### config.mk
export PLATFORM = sky130hd
export DESIGN_NAME = syn_fifo_flex
export DESIGN_NICKNAME = d
export VERILOG_FILES = /design/src/rtl/syn_fifo_flex.sv
export SDC_FILE = /design/constraint.sdc
export NUM_CORES = 1
export LEC_CHECK = 0
export CORE_ASPECT_RATIO = 1.25
export CORE_MARGIN = 10
export CORE_UTILIZATION = 40
export CTS_BUF_LIST = sky130_fd_sc_hd__clkbuf_8
export DETAILED_ROUTE_END_ITERATION = 16
export PLACE_DENSITY = 0.66
export SLEW_MARGIN = 15
export SYNTH_ARGS = -nofsm -noshare
export SYNTH_HDL_FRONTEND = slang
export SYNTH_SLANG_ARGS = --single-unit
export TNS_END_PERCENT = 5
### constraint.sdc
create_clock -name clk -period 3.9 [get_ports clk]
set_input_delay 0.39 -clock clk [delete_from_list [all_inputs] [get_ports clk]]
set_output_delay 0.39 -clock clk [all_outputs]
set_load 0.02 [all_outputs]
### src/rtl/syn_fifo_flex.sv
// Parametrised synchronous FIFO with occupancy count, threshold flags, sticky
// error flags and a build-time choice of registered-read or FWFT output.
module syn_fifo_flex #(
    parameter int DATA_W   = 8,
    parameter int DEPTH    = 16,
    parameter int AF_LEVEL = 14,
    parameter int AE_LEVEL = 2,
    parameter int FWFT     = 0
) (
    input  logic                     clk,
    input  logic                     rst,
    input  logic                     wr,
    input  logic [DATA_W-1:0]        data_in,
    input  logic                     rd,
    output logic [DATA_W-1:0]        data_out,
    output logic                     full,
    output logic                     empty,
    output logic                     almost_full,
    output logic                     almost_empty,
    output logic [$clog2(DEPTH):0]   count,
    output logic                     overflow,
    output logic                     underflow
);
    localparam int           AW  = $clog2(DEPTH);
    localparam logic [AW:0]  AF  = (AW+1)'(AF_LEVEL);
    localparam logic [AW:0]  AE  = (AW+1)'(AE_LEVEL);
    localparam logic [AW:0]  ONE = (AW+1)'(1);

    logic [AW:0]       wptr, rptr;
    logic [DATA_W-1:0] mem [DEPTH];
    logic              wr_ok, rd_ok;

    // Status is decoded from the registered pointers only, never from wr/rd.
    assign count        = wptr - rptr;
    assign empty        = (wptr == rptr);
    assign full         = (wptr[AW-1:0] == rptr[AW-1:0]) && (wptr[AW] != rptr[AW]);
    assign almost_full  = (count >= AF);
    assign almost_empty = (count <= AE);

    assign wr_ok = wr && !full;
    assign rd_ok = rd && !empty;

    always_ff @(posedge clk) begin
        if (rst) begin
            wptr      <= '0;
            rptr      <= '0;
            overflow  <= 1'b0;
            underflow <= 1'b0;
        end else begin
            if (wr_ok) wptr <= wptr + ONE;
            if (rd_ok) rptr <= rptr + ONE;
            if (wr && full)  overflow  <= 1'b1;
            if (rd && empty) underflow <= 1'b1;
        end
    end

    // Storage is not reset; a write coinciding with rst is dropped.
    always_ff @(posedge clk) begin
        if (!rst && wr_ok) mem[wptr[AW-1:0]] <= data_in;
    end

    generate
        if (FWFT != 0) begin : g_fwft
            assign data_out = empty ? '0 : mem[rptr[AW-1:0]];
        end else begin : g_reg
            logic [DATA_W-1:0] dout_q;
            always_ff @(posedge clk) begin
                if (rst)        dout_q <= '0;
                else if (rd_ok) dout_q <= mem[rptr[AW-1:0]];
            end
            assign data_out = dout_q;
        end
    endgenerate
endmodule

==> flow_summary.yaml <==
global_routing:
  antenna_found_initial: 0
  grt_max_degree: 32
  first_global_vias: 3574
  grt-ovfl-total: 0
  grt_pass1_wl_mm: 20.2
  grt_util_all_layers: 0.133
critical_path:
  cp-start-kind: "flip-flop"
  end_kind: "primary output"
  slowest_delay_ps: 650
  critical-path-slowest-cell: "clkdlybuf4s50_1"
  cpLargestDelayFamily: "buffers and inverters"
  reg2reg_from: "rptr[3]$_SDFFE_PP0P_"
  crit_type: "flip-flop to primary output"
  r2r_setup_slack_ps: 840
  ff2ff_path_depth: 6
  cp_cell_sequence: "inv_1 > ha_1 > inv_1 > fa_1 > a21o_1 > a21oi_1 > xnor2_1 > a211oi_1 > clkdlybuf4s50_1"
  crit_buf_inv: 3
  arrival_ps: 2950
  r2r_end: "mem[13][1]$_DFFE_PP_"
  cp_common_cell: "inv_1"
  cp_max_fo: 4
  crit_required_ps: 3510
hold_path:
  hold_path_class: "flip-flop to flip-flop"
  min_path_cells: 2
  holdPathEnd: "underflow$_SDFFE_PP0P_"
  min_from: "underflow$_SDFFE_PP0P_"
cts:
  cts_setup_buffers: 0
  cts_resized: 0
  cts.sinks: 148
  clockRootBuffer: "clkbuf_8"
  htreeDepth: 4
  cts_hold_buf: 0
  insertion_delay_ps: 430
  path_clk_slew_ps: 80
  numCtsBuffers: 17
  clk_path_buf_depth: 2
  cts_tree: "built"
routing:
  ant_nets: 0
  drt_iter0_drc: 225
  vias: 3406
  dr.pass1.iters: 4
  wl_per_cell_um: 20.3
  drc: 0
  post_drt_via_cell_ratio: 5.44
  wl_mm: 12.7
yosys:
  synth_nets: 407
  netlist_area_mm2: 0.00602
  synthDistinctLibCells: 39
  synth-edff-count: 128
  synth_top_area_frac: 0.639
  synthArstFlopShare: 0
  syn-instance-count: 385
  avgSynthCellArea_um2: 15.6
  synthFlopType: "edfxtp_1"
  yosys_warnings: 0
  seq_area_frac_synth: 0.705
  synth_area_leader_cell: "edfxtp_1"
  ys_ff_latch: 148
  synth.area.top_cells: "edfxtp_1 (64%), mux2i_1 (8.1%), dfxtp_1 (6.7%), mux4_2 (3.0%), nor2_1 (2.1%)"
finish:
  drive_gt1_frac: 0.133
  syn2layout_area_growth_pct: 15.9
  fillers: 1267
  layout.nets: 453
  antenna-diode-count: 0
timing:
  hold_violations: 0
  max-slew-margin-rel: 0.380
  setup_tns_ps: 0
  drv_slew: 0
  skew_ps: 12.6
  period_needed_ps: 3340
  setup_viol: 0
  worst_pin_slew_ps: 924
  max_clock_freq_mhz: 300
  fin_crit_sh: 0.856
  rsz0062_at_grt: "no"
  fin_worst_hold_slack_ps: 476
die:
  die_area_mm2: 0.0204
  initial_core_util: 0.404
  die_h_um: 157
  num_rows: 50
  ioPinCount: 31
  dieWidth_um: 130
  core_mm2: 0.0149
power_and_ir_drop:
  vdd_drop_max_v: 0.000176
  p_clk_frac: 0.329
  finalPower_mw: 3.57
  p_sw_uw: 930
  pwr-share-seq: 0.499
  power_density_mw_per_mm2: 511
  internal-power_mw: 2.64
  comb_power_share: 0.172
  p_leak_nw: 2.18
  p_sw_frac: 0.261
flow_run:
  drv_cap: 0
outcome:
  outcome: "complete, no violations"
place:
  gp_congestion: 0.837
  numPortBuffers: 30
  place_hpwl_mm: 8.46
power by group through the flow:
| stage | Sequential (mW) | Combinational, mW | Clock [mW] |
|---|---|---|---|
| 3_3_place_gp | 1.82 | 0.608 | 0 |
| 3_5_place_dp | 1.82 | 0.622 | 0 |
| 4_1_cts | 1.78 | 0.624 | 1.20 |
| 6_report | 1.78 | 0.614 | 1.17 |
| 5_1_grt | 1.79 | 0.670 | 1.28 |
| 2_1_floorplan | 1.84 | 0.355 | 0 |
state kept, by name (all words and copies together), names as in the netlist:
| register | count |
|---|---|
| underflow | 1 |
| overflow | 1 |
| wptr | 5 |
| data_out | 8 |
| rptr | 5 |
| mem | 128 |
cells by family (layout without fill, tap and decap cells):
kind of cell    after synthesis  after routing  synth area share
flops                       148            148             0.705
simple gates                 68             68            0.0522
compound gates               61             61            0.0698
mux                          57             57             0.111
buf+inv                      30             89            0.0222
xor+xnor                     11             11            0.0173
fa+ha+maj                    10             10            0.0220
metrics by stage:
step	cell area (um2)	utilization	worst slack, ps	cells
floorplan	6020	-	853	385
global placement	6580	0.442	928	594
detailed placement	6580	0.442	847	594
CTS	6980	0.469	522	626
global route	6980	0.469	303	626
finish	6980	0.469	562	626
cell usage after synthesis, types with 8 or more instances:
library cell	instances
ha_1	9
o21ai_0	11
nor3_1	12
o22ai_1	16
dfxtp_1	20
inv_1	10
clkbuf_1	8
xnor2_1	8
mux2i_1	49
mux4_2	8
nor2_1	33
buf_2	8
a221oi_1	8
edfxtp_1	128
a211oi_1	12
worst reg2reg max path: stages, from the launching register on:
cell	delay (ps)
dfxtp_1	700
inv_1	110
ha_1	350
and4_1	290
a211oi_1	470
nand2_1	210
nor2_1	570
area by class of cell:
cell class,instances,area (um2),share of cell area
inverter,10,37.5,0.00538
multi-input combinational,207,1640,0.235
clock buffer,17,234,0.0335
timing repair buffer,47,428,0.0613
tap,182,228,0.0326
sequential,148,4250,0.608
clock inverter,15,164,0.0235
routing by layer:
layer,vias up,global-route usage,routed length [um]
met5,-,0,0
met2,113,0.214,6240
met4,0,0.0730,441
met1,1686,0.162,5320
met3,19,0.0300,698
li1,1588,-,-
worst max-delay path by stage:
stage,from,end,slack [ps],cells after the start
floorplan,rptr[1]$_SDFFE_PP0P_,mem[3][0]$_DFFE_PP_,850,9
global placement,rptr[3]$_SDFFE_PP0P_,mem[13][2]$_DFFE_PP_,930,6
detailed placement,rptr[3]$_SDFFE_PP0P_,mem[13][1]$_DFFE_PP_,850,6
CTS,wptr[0]$_SDFFE_PP0N_,almost_empty,520,9
global route,wptr[0]$_SDFFE_PP0N_,almost_empty,300,9
finish,wptr[0]$_SDFFE_PP0N_,almost_empty,560,9
cells in the final DEF (no fill, tap or decap), types with 2 or more instances in the layout:
master | synthesis | layout
a21o_1 | 2 | 2
nor2b_1 | 2 | 2
or3_1 | 2 | 2
dfxtp_1 | 20 | 19
buf_4 | 3 | 17
and2_1 | 2 | 2
a211oi_1 | 12 | 12
o22ai_1 | 16 | 16
o21ai_0 | 11 | 11
a21oi_1 | 5 | 5
nand3_1 | 3 | 3
clkdlybuf4s50_1 | 0 | 30
ha_1 | 9 | 9
clkinv_2 | 0 | 5
clkbuf_8 | 0 | 17
clkinv_4 | 0 | 2
xnor2_1 | 8 | 8
nor2_1 | 33 | 33
clkinvlp_4 | 0 | 2
nor3_1 | 12 | 12
nand2b_1 | 2 | 2
bufinv_16 | 0 | 3
mux4_2 | 8 | 8
xor2_1 | 2 | 2
clkinv_1 | 0 | 2
nand2_1 | 7 | 7
edfxtp_1 | 128 | 128
inv_1 | 10 | 10
a221oi_1 | 8 | 8
mux2i_1 | 49 | 49
nand3b_1 | 2 | 2
Power figures use the tool's default switching activity.
